==> config.mk <==
export PLATFORM = sky130hd
export DESIGN_NAME = rf_link_sequencer
export DESIGN_NICKNAME = d
export VERILOG_FILES = /design/src/rtl/rf_seq_pkg.sv /design/src/rtl/rf_sync_fifo.sv /design/src/rtl/rf_link_sequencer.sv
export SDC_FILE = /design/constraint.sdc
export NUM_CORES = 1
export LEC_CHECK = 0
export CAP_MARGIN = 30
export CORE_UTILIZATION = 60
export DETAILED_ROUTE_END_ITERATION = 6
export PLACE_DENSITY = 0.86
export SLEW_MARGIN = 0
export SYNTH_ARGS = -nofsm -noshare
export SYNTH_HDL_FRONTEND = slang
export SYNTH_SLANG_ARGS = --single-unit
==> constraint.sdc <==
create_clock -name internal_clk -period 7.6 [get_ports internal_clk]
set_input_delay 1.52 -clock internal_clk [delete_from_list [all_inputs] [get_ports internal_clk]]
set_output_delay 1.52 -clock internal_clk [all_outputs]
set_load 0.02 [all_outputs]
==> src/rtl/rf_seq_pkg.sv <==
// rf_seq_pkg: shared definitions for the RF link sequencer.
//   seq_state_t  - sequencer FSM states
//   MODE_*       - {M1,M0} mode constants
//   SYNC_STAGES  - depth of the AUX synchroniser
package rf_seq_pkg;
  typedef enum logic [2:0] {
    ST_IDLE,
    ST_SEND,
    ST_GAP,
    ST_MODE_SET,
    ST_MODE_WAIT_LOW
  } seq_state_t;

  localparam logic [1:0] MODE_NORMAL = 2'b00;
  localparam logic [1:0] MODE_CONFIG = 2'b11;
  localparam int         SYNC_STAGES = 2;
endpackage

==> src/rtl/rf_sync_fifo.sv <==
// rf_sync_fifo: single-clock outbound byte buffer.
//   push/wdata   - enqueue; silently dropped while full
//   pop/rdata    - dequeue; rdata is the current head (show-ahead)
//   full/empty/level - registered occupancy status
module rf_sync_fifo #(
  parameter int DATA_WIDTH = 8,
  parameter int DEPTH      = 16,
  parameter int PTR_WIDTH  = 4
) (
  input  logic                  internal_clk,
  input  logic                  rst_n,
  input  logic                  push,
  input  logic [DATA_WIDTH-1:0] wdata,
  input  logic                  pop,
  output logic [DATA_WIDTH-1:0] rdata,
  output logic                  full,
  output logic                  empty,
  output logic [PTR_WIDTH:0]    level
);
  localparam int LW = PTR_WIDTH + 1;

  logic [DATA_WIDTH-1:0] mem [DEPTH];
  logic [PTR_WIDTH-1:0]  wr_ptr, rd_ptr;
  logic                  do_push, do_pop;
  logic [PTR_WIDTH:0]    level_nxt;

  // full is the registered flag, so a write at full is dropped even if
  // the same edge pops.
  assign do_push   = push && !full;
  assign do_pop    = pop && !empty;
  assign level_nxt = level + LW'(do_push) - LW'(do_pop);
  assign rdata     = mem[rd_ptr];

  always_ff @(posedge internal_clk or negedge rst_n) begin
    if (!rst_n) begin
      wr_ptr <= '0;
      rd_ptr <= '0;
      level  <= '0;
      full   <= 1'b0;
      empty  <= 1'b1;
    end else begin
      if (do_push) wr_ptr <= wr_ptr + 1'b1;
      if (do_pop)  rd_ptr <= rd_ptr + 1'b1;
      level <= level_nxt;
      full  <= (level_nxt == LW'(DEPTH));
      empty <= (level_nxt == '0);
    end
  end

  // Storage needs no reset; the pointers define what is valid.
  always_ff @(posedge internal_clk) begin
    if (do_push) mem[wr_ptr] <= wdata;
  end
endmodule

==> src/rtl/rf_link_sequencer.sv <==
// rf_link_sequencer: MCU-side sequencer feeding com_uart and the M0/M1 pins.
//   wr_data/wr_en        - enqueue outbound byte; full/level report buffer state
//   mode_req/_valid      - request {M1,M0}; mode_req_ready low while one is pending
//   mode_ack             - pulse in the first cycle the new M0/M1 are driven
//   AUX                  - async transceiver status, synchronised internally
//   data_bus_in_uart/TX_use - byte and 1-cycle strobe to com_uart
//   busy                 - FSM not idle or buffer non-empty
//   timeout              - pulse when an AUX wait overruns TIMEOUT_CYCLES
module rf_link_sequencer
  import rf_seq_pkg::*;
#(
  parameter int DATA_WIDTH        = 8,
  parameter int DEPTH             = 16,
  parameter int PTR_WIDTH         = 4,
  parameter int GAP_CYCLES        = 2,
  parameter int AUX_SETTLE_CYCLES = 1000,
  parameter int TIMEOUT_CYCLES    = 100000,
  parameter int CNT_WIDTH         = 17
) (
  input  logic                  internal_clk,
  input  logic                  rst_n,
  input  logic [DATA_WIDTH-1:0] wr_data,
  input  logic                  wr_en,
  output logic                  full,
  output logic [PTR_WIDTH:0]    level,
  input  logic [1:0]            mode_req,
  input  logic                  mode_req_valid,
  output logic                  mode_req_ready,
  output logic                  mode_ack,
  input  logic                  AUX,
  output logic                  M0,
  output logic                  M1,
  output logic [DATA_WIDTH-1:0] data_bus_in_uart,
  output logic                  TX_use,
  output logic                  busy,
  output logic                  timeout
);
  localparam int LW    = PTR_WIDTH + 1;
  localparam int GAP_W = (GAP_CYCLES > 1) ? $clog2(GAP_CYCLES) : 1;

  seq_state_t             state;
  logic [SYNC_STAGES-1:0] aux_sync;
  logic                   aux_s, aux_ready;
  logic [CNT_WIDTH-1:0]   settle_cnt, to_cnt;
  logic [GAP_W-1:0]       gap_cnt;
  logic [PTR_WIDTH:0]     drain_cnt, level_nxt;
  logic [1:0]             pend_mode;
  logic                   pending, mode_take;
  logic                   fifo_empty, pop, start_mode;
  logic                   to_run, to_hit, wait_low_exit;
  logic [DATA_WIDTH-1:0]  head;

  rf_sync_fifo #(.DATA_WIDTH(DATA_WIDTH), .DEPTH(DEPTH), .PTR_WIDTH(PTR_WIDTH)) u_fifo (
    .internal_clk (internal_clk),
    .rst_n        (rst_n),
    .push         (wr_en),
    .wdata        (wr_data),
    .pop          (pop),
    .rdata        (head),
    .full         (full),
    .empty        (fifo_empty),
    .level        (level)
  );

  always_ff @(posedge internal_clk or negedge rst_n) begin
    if (!rst_n) aux_sync <= '0;
    else        aux_sync <= {aux_sync[SYNC_STAGES-2:0], AUX};
  end
  assign aux_s = aux_sync[SYNC_STAGES-1];

  // Saturating count of consecutive high aux_s cycles.
  always_ff @(posedge internal_clk or negedge rst_n) begin
    if (!rst_n)          settle_cnt <= '0;
    else if (!aux_s)     settle_cnt <= '0;
    else if (!aux_ready) settle_cnt <= settle_cnt + 1'b1;
  end
  assign aux_ready = (settle_cnt >= CNT_WIDTH'(AUX_SETTLE_CYCLES));

  assign pending   = !mode_req_ready;
  assign mode_take = mode_req_valid && mode_req_ready;
  // drain_cnt counts bytes queued ahead of the pending mode change; a
  // pending mode with nothing left ahead of it blocks further data.
  assign start_mode = (state == ST_IDLE) && pending && (drain_cnt == '0) && aux_ready;
  assign pop        = (state == ST_IDLE) && !fifo_empty && aux_ready &&
                      (!pending || (drain_cnt != '0));
  // Snapshot includes a same-cycle write and a same-cycle pop.
  assign level_nxt  = level + LW'(wr_en && !full) - LW'(pop);

  assign to_run = (state == ST_MODE_WAIT_LOW) ||
                  ((state == ST_IDLE) && (!fifo_empty || pending) && !aux_ready);
  assign to_hit = to_run && (to_cnt == CNT_WIDTH'(TIMEOUT_CYCLES - 1));
  assign wait_low_exit = (state == ST_MODE_WAIT_LOW) && !aux_s;

  assign busy = (state != ST_IDLE) || !fifo_empty;

  always_ff @(posedge internal_clk or negedge rst_n) begin
    if (!rst_n) begin
      state            <= ST_IDLE;
      gap_cnt          <= '0;
      to_cnt           <= '0;
      drain_cnt        <= '0;
      pend_mode        <= MODE_NORMAL;
      mode_req_ready   <= 1'b1;
      {M1, M0}         <= MODE_NORMAL;
      data_bus_in_uart <= '0;
      TX_use           <= 1'b0;
      mode_ack         <= 1'b0;
      timeout          <= 1'b0;
    end else begin
      TX_use   <= 1'b0;
      mode_ack <= 1'b0;
      timeout  <= to_hit;
      // Restart on each overrun and whenever the wait condition changes.
      to_cnt   <= (!to_run || to_hit || wait_low_exit) ? '0 : to_cnt + 1'b1;

      if (mode_take) begin
        pend_mode      <= mode_req;
        mode_req_ready <= 1'b0;
        drain_cnt      <= level_nxt;
      end else if (pop && pending) begin
        drain_cnt <= drain_cnt - 1'b1;
      end

      case (state)
        ST_IDLE: begin
          if (start_mode) begin
            state <= ST_MODE_SET;
          end else if (pop) begin
            // Strobe is launched on entry so it is high exactly while in SEND.
            state            <= ST_SEND;
            TX_use           <= 1'b1;
            data_bus_in_uart <= head;
          end
        end
        ST_SEND: begin
          state   <= ST_GAP;
          gap_cnt <= '0;
        end
        ST_GAP: begin
          if (gap_cnt == GAP_W'(GAP_CYCLES - 1)) state <= ST_IDLE;
          else                                   gap_cnt <= gap_cnt + 1'b1;
        end
        ST_MODE_SET: begin
          {M1, M0}       <= pend_mode;
          mode_ack       <= 1'b1;
          mode_req_ready <= 1'b1;
          state          <= ST_MODE_WAIT_LOW;
        end
        ST_MODE_WAIT_LOW: begin
          if (!aux_s || to_hit) state <= ST_IDLE;
        end
        default: state <= ST_IDLE;
      endcase
    end
  end
endmodule

==> results.sh, run 1 <==
export IMPL_outcome="complete, no violations"
export IMPL_ys_types=47
export IMPL_relSlewSlack_pct=43.3
export IMPL_layout_drive_gt1_share_pct=15.4
export IMPL_place_area_um2=9090
export IMPL_drv_cap=0
export IMPL_dr_pass1_iters=7
export IMPL_grt_max_degree=77
export IMPL_cts_hold_buf=0
export IMPL_multi_input_area_um2=2690
export IMPL_finalCritPeriodShare_pct=48.4
export IMPL_die_h_um=122
export IMPL_synth_seq_area_share_pct=66.6
export IMPL_syn_nets=594
export IMPL_cts_resized=0
export IMPL_portBuffers=35
export IMPL_postCtsSetupRepairBufs=0
export IMPL_timing_fmax_ghz=0.272
export IMPL_route_antenna_remaining_nets=0
export IMPL_diodes=0
export IMPL_post_route_drc_count=0
export IMPL_worstSkewPairLatency_ns=0.50
export IMPL_arrival_ns=4.09
export IMPL_syn_to_final_growth_pct=13.9
export IMPL_vias=5015
export IMPL_ioPinCount=36
export IMPL_routabilityCongestion=0.833
export IMPL_htree_num_levels=1
export IMPL_stdcell_area_um2=9820
export IMPL_syn_instance_count=563
export IMPL_yosysWarnings=0
export IMPL_grt_pass1_wl_um=27100
export IMPL_rr_endpoint="u_fifo.full$_DFF_PN0_"
export IMPL_regArea_um2=5750
export IMPL_cts_tree="done"
export IMPL_finalSetupTns_ns=0
export IMPL_max_stage_delay_ns=0.50
export IMPL_tightest_slew_ns=0.850
export IMPL_crit_path_top_delay_cell="nor2b_1"
export IMPL_start_util_pct=61.9
export IMPL_cts_sinks=204
export IMPL_ys_ff_latch=204
export IMPL_antenna_found_initial=0
export IMPL_dp_hpwl_um=10900
export IMPL_die_area_um2=14900
export IMPL_synth_area_top_cells="edfxtp_1 45%, dfrtp_1 21%, mux4_2 8.4%"
export IMPL_power_leakage_nw=3.70
export IMPL_critical_path_top_delay_family="simple AND/OR/NAND/NOR gates"
export IMPL_finalSetupViolCount=0
export IMPL_r2r_start="drain_cnt[0]$_DFFE_PN0P_"
export IMPL_syn_cell_area_um2=8630
export IMPL_cts_root_buf="clkbuf_16"
export IMPL_syn_area_per_cell_um2=15.3
export IMPL_whs_path_depth=0
export IMPL_cellPowerDensity_nw_per_um2=286
export IMPL_synth_top_area_share_pct=44.6
export IMPL_fillerInstances=838
export IMPL_skew_ns=0.0122
export IMPL_routedWlPerCell_um=21.9
export IMPL_synth_top_area_cell="edfxtp_1"
export IMPL_num_rows=43
export IMPL_critPathMaxFanout=10
export IMPL_maxSlewViolCount=0
export IMPL_r2r_worst_path_cells=13
export IMPL_cp_common_cell="ha_1"
export IMPL_setup_worst_path_class="in -> reg"
export IMPL_worst_hold_path_type="reg -> reg"
export IMPL_hp_start="aux_sync[0]$_DFF_PN0_"
export IMPL_fin_crit_ns=3.68
export IMPL_routed_via_density=6.29
export IMPL_path_clk_slew_ns=0.06
export IMPL_crit_required_ns=8.02
export IMPL_final_nets=633
export IMPL_grt_total_usage_pct=24.6
export IMPL_fp_coreArea_um2=13900
export IMPL_cp_end_kind="register"
export IMPL_wl_um=17500
export IMPL_worstPathCellList="clkdlybuf4s50_1, nor2b_1, ha_1, ha_1, inv_1, ha_1, or2_2, a32oi_1, xnor2_1, nor2_1, a21oi_1"
export IMPL_first_global_vias=5142
export IMPL_cts_buffers=21
export IMPL_r2r_slack_ns=4.65
export IMPL_hold_end="aux_sync[1]$_DFF_PN0_"
export IMPL_drtIter0Drc=372
export IMPL_rsz0062_at_grt="false"
export IMPL_crit_buf_inv=2
export IMPL_cts_buffer_depth=3
export IMPL_ir_drop_v=0.000298
export IMPL_fp_dieW_um=122
export IMPL_grt_overflow=0
export IMPL_hold_viol=0
export IMPL_start_kind="primary input"
registers in the layout (all words and copies together) (netlist names), 2 cells and up:
signal and count:
aux_sync 2, pend_mode 2, settle_cnt 17, u_fifo.level 5
state 3, u_fifo.rd_ptr 4, u_fifo.wr_ptr 4, u_fifo.mem 128
drain_cnt 5, data_bus_in_uart 8, to_cnt 17
area by class of cell:
type	count	area share, %
Sequential cell	204	58.6
Clock buffer	27	5.68
Tap cell	180	2.29
Inverter	18	0.688
Timing Repair Buffer	38	3.98
Clock inverter	11	1.44
Multi-Input combinational cell	319	27.4
where the power goes:
group	internal (mW)	switching (mW)
clock network	0.624	0.411
registers	1.31	0.0909
logic	0.158	0.217
metal layers:
metal | track usage, % | vias to the layer above | routed length, um
li1 | - | 2177 | -
met1 | 30.9 | 2558 | 6660
met2 | 42.3 | 236 | 9120
met3 | 4.73 | 44 | 1160
met4 | 9.41 | 0 | 537
met5 | 0 | - | 0
placed cells by master, fill, tap and decap left out, drive strengths merged, types with 3 or more instances in the layout:
master           n
or2              4
mux2i            5
xnor2           21
nand3           12
clkdlybuf4s50   34
a32oi            3
nor4             6
a22oi           17
or3              4
xor2            14
nor2b            7
nand2           34
clkinvlp         3
and3             4
dfrtp           74
bufinv           3
clkbuf          27
clkinv           4
mux4            32
inv             19
edfxtp         128
a211oi           4
a21o             3
a21oi            6
buf              4
nor2            30
mux2            14
ha              16
and2            33
nand4           10
nor3            11
o21ai            8
nand2b           5
worst reg2reg max path: cells and delay by family (launching register included):
| kind | cells | cell delay (ns) |
|---|---|---|
| AO/OA/AOI/OAI | 4 | 0.59 |
| AND/OR/NAND/NOR | 3 | 0.78 |
| XOR/XNOR | 1 | 0.18 |
| buffers and inverters | 2 | 0.34 |
| adder cells (fa/ha/maj) | 3 | 0.62 |
| flip-flops | 1 | 0.37 |
synthesized netlist by cell type, drive strengths merged:
| cell | count |
|---|---|
| nand2 | 34 |
| and4 | 2 |
| dfrtp | 74 |
| edfxtp | 128 |
| mux2 | 14 |
| nor3b | 2 |
| nand3b | 2 |
| nand3 | 12 |
| a21oi | 6 |
| and2 | 33 |
| nand4 | 10 |
| nor3 | 11 |
| or4b | 1 |
| clkbuf | 10 |
| xor2 | 14 |
| nor4b | 1 |
| a22oi | 17 |
| dfstp | 2 |
| a32oi | 3 |
| inv | 18 |
| ha | 16 |
| and3 | 4 |
| o211ai | 2 |
| mux2i | 5 |
| or3 | 4 |
| nor2b | 7 |
| mux4 | 32 |
| or2 | 4 |
| o21ai | 8 |
| nor4 | 6 |
| nand2b | 5 |
| a211oi | 4 |
| a21o | 3 |
| nor4bb | 1 |
| a31oi | 1 |
| and3b | 1 |
| xnor2 | 21 |
| o211a | 1 |
| buf | 12 |
| o41ai | 2 |
| nor2 | 30 |
worst max-delay path by stage:
stage	cells after the start	from	endpoint	slack (ns)
2_1_floorplan	11	wr_en	drain_cnt[4]$_DFFE_PN0P_	4.13
3_3_place_gp	11	wr_en	drain_cnt[4]$_DFFE_PN0P_	3.55
3_5_place_dp	11	wr_en	u_fifo.full$_DFF_PN0_	3.46
4_1_cts	11	wr_en	u_fifo.full$_DFF_PN0_	3.94
5_1_grt	11	wr_en	u_fifo.full$_DFF_PN0_	3.63
6_report	11	wr_en	drain_cnt[4]$_DFFE_PN0P_	3.92
per-stage QoR:
step           std cells  util (%)  setup WS (ns)  power [mW]  hold slack, ns
6_report             797      70.5           3.92        2.81           0.347
5_1_grt              797      70.5           3.63        2.91           0.363
4_1_cts              796      70.3           3.94        2.81           0.350
3_5_place_dp         758      65.3           3.46        1.78           0.336
3_3_place_gp         758      65.3           3.55        1.75           0.339
2_1_floorplan        563         -           4.13        1.63           0.331
cells by family (layout without fill, tap and decap cells):
kind of cell	count (synthesis)	after routing	share of synthesized area (%)
fa+ha+maj	16	16	2.32
flops	204	204	66.6
compound gates	47	47	3.87
mux	51	51	10.8
simple gates	170	170	10.6
buf+inv	40	94	2.20
xor+xnor	35	35	3.55
(Power assumes the default switching activity.)
==> run 2: changes to the inputs <==
Clock period 7.6 ns to 3.75 ns, I/O delays scaled along.
==> run 2 against run 1 <==
Against the previous run:
- core utilization is 0.54 points higher
- die area stayed put
- sequential power increased by 100%
- setup slack got worse by 3.1 ns
- clock skew rose by 0.0067 ns
- combinational power increased by 100%
- power is 110% higher
- critical path type is now reg -> reg
- highest routed layer unchanged
==> results.sh, run 2 (same netlist as run 1, synthesis figures left out) <==
export IMPL_maxSlewViolCount=0
export IMPL_ir_drop_v=0.000503
export IMPL_place_area_um2=9110
export IMPL_routedWlPerCell_um=21.5
export IMPL_grt_total_usage_pct=24.3
export IMPL_stdcell_area_um2=9900
export IMPL_reg_largest_list="u_fifo.mem x128, settle_cnt x17, to_cnt x17"
export IMPL_cts_buffer_depth=3
export IMPL_cts_sinks=204
export IMPL_power_leakage_nw=3.76
export IMPL_setup_slack_ns=0.811
export IMPL_drv_cap=0
export IMPL_finalSetupViolCount=0
export IMPL_num_rows=43
export IMPL_route_antenna_remaining_nets=0
export IMPL_start_kind="register"
export IMPL_fp_dieW_um=122
export IMPL_ioPinCount=36
export IMPL_max_stage_delay_ns=0.46
export IMPL_path_clk_slew_ns=0.07
export IMPL_syn_to_final_growth_pct=14.7
export IMPL_regMostFlops="u_fifo.mem"
export IMPL_rr_endpoint="u_fifo.full$_DFF_PN0_"
export IMPL_cts_root_buf="clkbuf_16"
export IMPL_grt_overflow=0
export IMPL_finalPower_mw=5.81
export IMPL_path_depth=12
export IMPL_holdWs_ns=0.0387
export IMPL_stdcell_count=800
export IMPL_r2r_start="drain_cnt[0]$_DFFE_PN0P_"
export IMPL_critPathMaxFanout=4
export IMPL_final_cell_mix="128 x edfxtp_1, 73 x dfrtp_1, 34 x nand2_1, 34 x clkdlybuf4s50_1, 33 x and2_1"
export IMPL_regArea_um2=5750
export IMPL_fp_coreArea_um2=13900
export IMPL_cts_resized=0
export IMPL_arrival_ns=3.34
export IMPL_worstSkewPairLatency_ns=0.50
export IMPL_hold_viol=0
export IMPL_fin_crit_ns=2.94
export IMPL_cellPowerDensity_nw_per_um2=587
export IMPL_portBuffers=35
export IMPL_cts_buffers=21
export IMPL_final_util_pct=71.0
export IMPL_crit_buf_inv=1
export IMPL_pre_cts_ws_ns=0.475
export IMPL_die_h_um=122
export IMPL_largest_reg_flops=128
export IMPL_crit_path_top_delay_cell="nor4b_2"
export IMPL_first_global_vias=5051
export IMPL_relSlewSlack_pct=44.7
export IMPL_skew_ns=0.0188
export IMPL_htree_num_levels=1
export IMPL_mostFrequentLayoutCell="edfxtp_1"
export IMPL_finalCritPeriodShare_pct=78.4
export IMPL_post_route_drc_count=0
export IMPL_worst_hold_path_type="in -> async"
export IMPL_worstPathCellList="inv_1, ha_1, nor4b_2, a21o_1, a211oi_2, ha_1, ha_1, nor2_1, a21oi_1, a22oi_1, xnor2_1, nor3b_1"
export IMPL_multi_input_area_um2=2690
export IMPL_cts_tree="done"
export IMPL_dp_hpwl_um=10600
export IMPL_rsz0062_at_grt="false"
export IMPL_dr_pass1_iters=4
export IMPL_setup_worst_path_class="reg -> reg"
export IMPL_routabilityCongestion=0.790
export IMPL_finalSetupTns_ns=0
export IMPL_wl_um=17200
export IMPL_routed_via_density=6.11
export IMPL_start_util_pct=61.9
export IMPL_antenna_found_initial=0
export IMPL_die_area_um2=14900
export IMPL_critical_path_top_delay_family="simple AND/OR/NAND/NOR gates"
export IMPL_cts_hold_buf=0
export IMPL_crit_required_ns=4.15
export IMPL_fillerInstances=812
export IMPL_timing_fmax_ghz=0.340
export IMPL_outcome="complete, no violations"
export IMPL_r2r_worst_path_cells=12
export IMPL_grt_max_degree=77
export IMPL_final_nets=636
export IMPL_layout_drive_gt1_share_pct=16.0
export IMPL_drtIter0Drc=339
export IMPL_diodes=0
export IMPL_r2r_slack_ns=0.81
export IMPL_grt_pass1_wl_um=26900
export IMPL_cp_end_kind="register"
export IMPL_vias=4884
export IMPL_postCtsSetupRepairBufs=0
export IMPL_dpl_cell_count=761
export IMPL_cp_common_cell="ha_1"
export IMPL_tightest_slew_ns=0.830
==> run 2: cell types whose count changed in the layout (fill, tap and decap cells not counted), sizes merged <==
cell / delta
clkinvlp: -3
clkbuf: +4
inv: +1
buf: +3
clkinv: -2
==> run 2: per-layer routing <==
layer / track usage, % / share of wire [%] / vias up
met4: 9.49 / 2.9 / 0
met1: 31.6 / 41 / 2485
li1: - / - / 2187
met2: 40.9 / 51 / 166
met5: 0 / 0 / -
met3: 4.26 / 5.4 / 46
==> run 2: worst reg2reg max path: cells and delay by family (launching register included) <==
kind	cells	cell delay [ns]
AO/OA/AOI/OAI	4	0.65
buffers and inverters	1	0.12
XOR/XNOR	1	0.18
AND/OR/NAND/NOR	3	0.87
flip-flops	1	0.38
adder cells (fa/ha/maj)	3	0.65
==> run 2: worst max-delay path by stage <==
stage	slack, ns	start	end
6_report	0.81	drain_cnt[0]$_DFFE_PN0P_	u_fifo.full$_DFF_PN0_
5_1_grt	0.65	drain_cnt[0]$_DFFE_PN0P_	u_fifo.full$_DFF_PN0_
3_5_place_dp	0.48	wr_en	u_fifo.full$_DFF_PN0_
3_3_place_gp	0.64	wr_en	drain_cnt[4]$_DFFE_PN0P_
4_1_cts	0.81	drain_cnt[0]$_DFFE_PN0P_	u_fifo.full$_DFF_PN0_
2_1_floorplan	1.05	wr_en	drain_cnt[4]$_DFFE_PN0P_
==> run 2: layout make-up <==
| cell class | instances | area share, % |
|---|---|---|
| flip-flops and latches | 204 | 58.1 |
| multi-input cells | 319 | 27.2 |
| clock buffers | 31 | 6.45 |
| repair buffers | 41 | 4.17 |
| well taps | 180 | 2.28 |
| clock inverters | 7 | 1.16 |
| inverters | 18 | 0.683 |
==> run 2: report_power, final <==
part	total [mW]	leakage, nW	internal [mW]	switching [mW]
clock network	2.23	0.374	1.39	0.843
logic	0.758	1.23	0.320	0.438
registers	2.82	2.15	2.65	0.174
==> run 3: changes to the inputs <==
Settings changed: CORE_UTILIZATION 60 to 54, PLACE_DENSITY 0.86 to 0.82.
Clock period 3.75 ns to 2.5 ns, I/O delays scaled along.
==> run 3 against run 2 <==
Against the previous run:
- the flow now finishes with violations (setup timing)
- sequential power is 51% higher
- via count is 4.0% higher
- core utilization is 4.0 points lower
- setup slack worse by 0.89 ns
- combinational power is 81% higher
- non-clock buffer count is 38 higher
- maximum frequency is 14% higher
- sequential cell count stayed put
- clock-buffer cell count is 5 lower
- highest routed layer unchanged
==> results.sh, run 3 (same netlist as run 1, synthesis figures left out) <==
export IMPL_outcome="complete, but fails checks"
export IMPL_violations="setup timing"
export IMPL_r2r_slack_ns=-0.08
export IMPL_ioPinCount=36
export IMPL_layout_drive_gt1_share_pct=23.9
export IMPL_largest_reg_flops=128
export IMPL_critPathMaxFanout=4
export IMPL_cellPowerDensity_nw_per_um2=845
export IMPL_maxSlewViolCount=0
export IMPL_routabilityCongestion=0.822
export IMPL_busiest_layer="met2"
export IMPL_relSlewSlack_pct=55.1
export IMPL_met3_usage_pct=3.66
export IMPL_grt_max_degree=48
export IMPL_htree_num_levels=1
export IMPL_skew_ns=0.0191
export IMPL_final_cell_mix="128 x edfxtp_1, 73 x dfrtp_1, 41 x buf_4, 34 x nand2_1, 33 x clkdlybuf4s50_1"
export IMPL_antenna_found_initial=0
export IMPL_routed_via_density=5.84
export IMPL_grt_overflow=0
export IMPL_worstSkewPairLatency_ns=0.50
export IMPL_rsz0062_at_grt="true"
export IMPL_fp_dieW_um=128
export IMPL_grt_total_usage_pct=22.5
export IMPL_crit_required_ns=2.91
export IMPL_mostFrequentLayoutCell="edfxtp_1"
export IMPL_met2_usage_pct=38.3
export IMPL_diodes=0
export IMPL_cts_root_buf="clkbuf_16"
export IMPL_timing_fmax_ghz=0.388
export IMPL_fin_crit_ns=2.58
export IMPL_cts_buffers=21
export IMPL_power_leakage_nw=3.95
export IMPL_vias=5077
export IMPL_rr_endpoint="u_fifo.full$_DFF_PN0_"
export IMPL_hold_viol=0
export IMPL_cts_sinks=204
export IMPL_path_clk_slew_ns=0.06
export IMPL_cts_hold_buf=0
export IMPL_wl_um=17900
export IMPL_dr_pass1_iters=5
export IMPL_cts_buffer_depth=3
export IMPL_cp_end_kind="register"
export IMPL_place_area_um2=9450
export IMPL_tightest_slew_ns=0.672
export IMPL_met1_usage_pct=29.7
export IMPL_start_kind="register"
export IMPL_portBuffers=35
export IMPL_regMostFlops="u_fifo.mem"
export IMPL_die_h_um=128
export IMPL_reg_largest_list="u_fifo.mem x128, settle_cnt x17, to_cnt x17"
export IMPL_finalCritPeriodShare_pct=103
export IMPL_dp_hpwl_um=11500
export IMPL_drtIter0Drc=369
export IMPL_num_rows=45
export IMPL_grt_pass1_wl_um=27900
export IMPL_die_area_um2=16500
export IMPL_route_antenna_remaining_nets=0
export IMPL_first_global_vias=5216
export IMPL_post_route_drc_count=0
export IMPL_drv_cap=0
export IMPL_final_util_pct=67.0
export IMPL_cts_tree="done"
export IMPL_setup_worst_path_class="reg -> reg"
export IMPL_syn_to_final_growth_pct=19.5
export IMPL_routedWlPerCell_um=20.5
export IMPL_final_nets=674
export IMPL_finalSetupViolCount=2
export IMPL_fillerInstances=985
export IMPL_r2r_start="drain_cnt[0]$_DFFE_PN0P_"
export IMPL_arrival_ns=2.99
export IMPL_holdWs_ns=0.0345
export IMPL_start_util_pct=56.1
export IMPL_setup_slack_ns=-0.0786
export IMPL_r2r_worst_path_cells=13
export IMPL_stdcell_area_um2=10300
export IMPL_fp_coreArea_um2=15400
export IMPL_ir_drop_v=0.00102
export IMPL_worst_hold_path_type="in -> async"
-- run 3: cell count changes in the layout (fill, tap and decap cells not counted), moves of 3 or more --
cell,previous run,this run
ha_2,0,3
clkinv_2,2,6
clkinv_1,0,3
xnor2_2,0,3
buf_4,6,41
buf_12,0,3
xnor2_1,21,18
ha_1,16,11
-- run 3: power by group --
part | internal (mW) | switching, mW | total, mW | leakage, nW
logic | 0.607 | 0.760 | 1.37 | 1.46
clock network | 1.84 | 1.25 | 3.09 | 0.344
registers | 3.97 | 0.284 | 4.26 | 2.15
-- run 3: cell type report --
type | count | area (um^2) | area share [%]
multi-input combinational | 319 | 2820 | 27.4
inverter | 18 | 67.6 | 0.656
tap | 211 | 264 | 2.56
sequential | 204 | 5750 | 55.8
timing repair buffer | 79 | 718 | 6.97
clock inverter | 12 | 110 | 1.07
clock buffer | 26 | 574 | 5.57
-- run 3: metal layers --
| metal | part of all wire (%) | wire [um] |
|---|---|---|
| met5 | 0 | 0 |
| met4 | 2.8 | 496 |
| met3 | 6.7 | 1200 |
| met2 | 52 | 9200 |
| met1 | 39 | 6950 |
-- run 3: worst max-delay path, cell delays in order (launching register included) --
cell	delay, ns
dfrtp_1	0.36
inv_2	0.06
ha_4	0.15
nor4b_4	0.13
a21o_1	0.19
buf_6	0.13
a211oi_4	0.25
ha_2	0.28
ha_4	0.17
nor2_2	0.05
a21oi_2	0.13
a22oi_2	0.10
xnor2_2	0.25
nor3b_4	0.24
-- run 3: metrics by stage --
stage	setup slack [ns]	total power [mW]	TNS [ns]	std cells
after floorplan	0.0156	4.96	0	563
after global placement	-0.176	5.41	-0.306	823
after detailed placement	-0.259	5.51	-0.865	823
after CTS	-0.0945	8.60	-0.138	863
after global routing	-0.151	9.02	-0.342	869
final	-0.0786	8.71	-0.123	869
-- run 3: worst max-delay path by stage --
stage                                    end  cells after the start                     start
floorplan              u_fifo.full$_DFF_PN0_                     11  drain_cnt[0]$_DFFE_PN0P_
global placement    drain_cnt[4]$_DFFE_PN0P_                     11                     wr_en
finish                 u_fifo.full$_DFF_PN0_                     13  drain_cnt[0]$_DFFE_PN0P_
CTS                    u_fifo.full$_DFF_PN0_                     13  drain_cnt[0]$_DFFE_PN0P_
global route           u_fifo.full$_DFF_PN0_                     13  drain_cnt[0]$_DFFE_PN0P_
detailed placement     u_fifo.full$_DFF_PN0_                     11                     wr_en
-- run 3: what timing repair did --
action,4_1_cts,5_1_grt
resized for setup,9,16
setup buffers,2,6
pin swaps,9,8
endpoints found under the setup margin,4,6
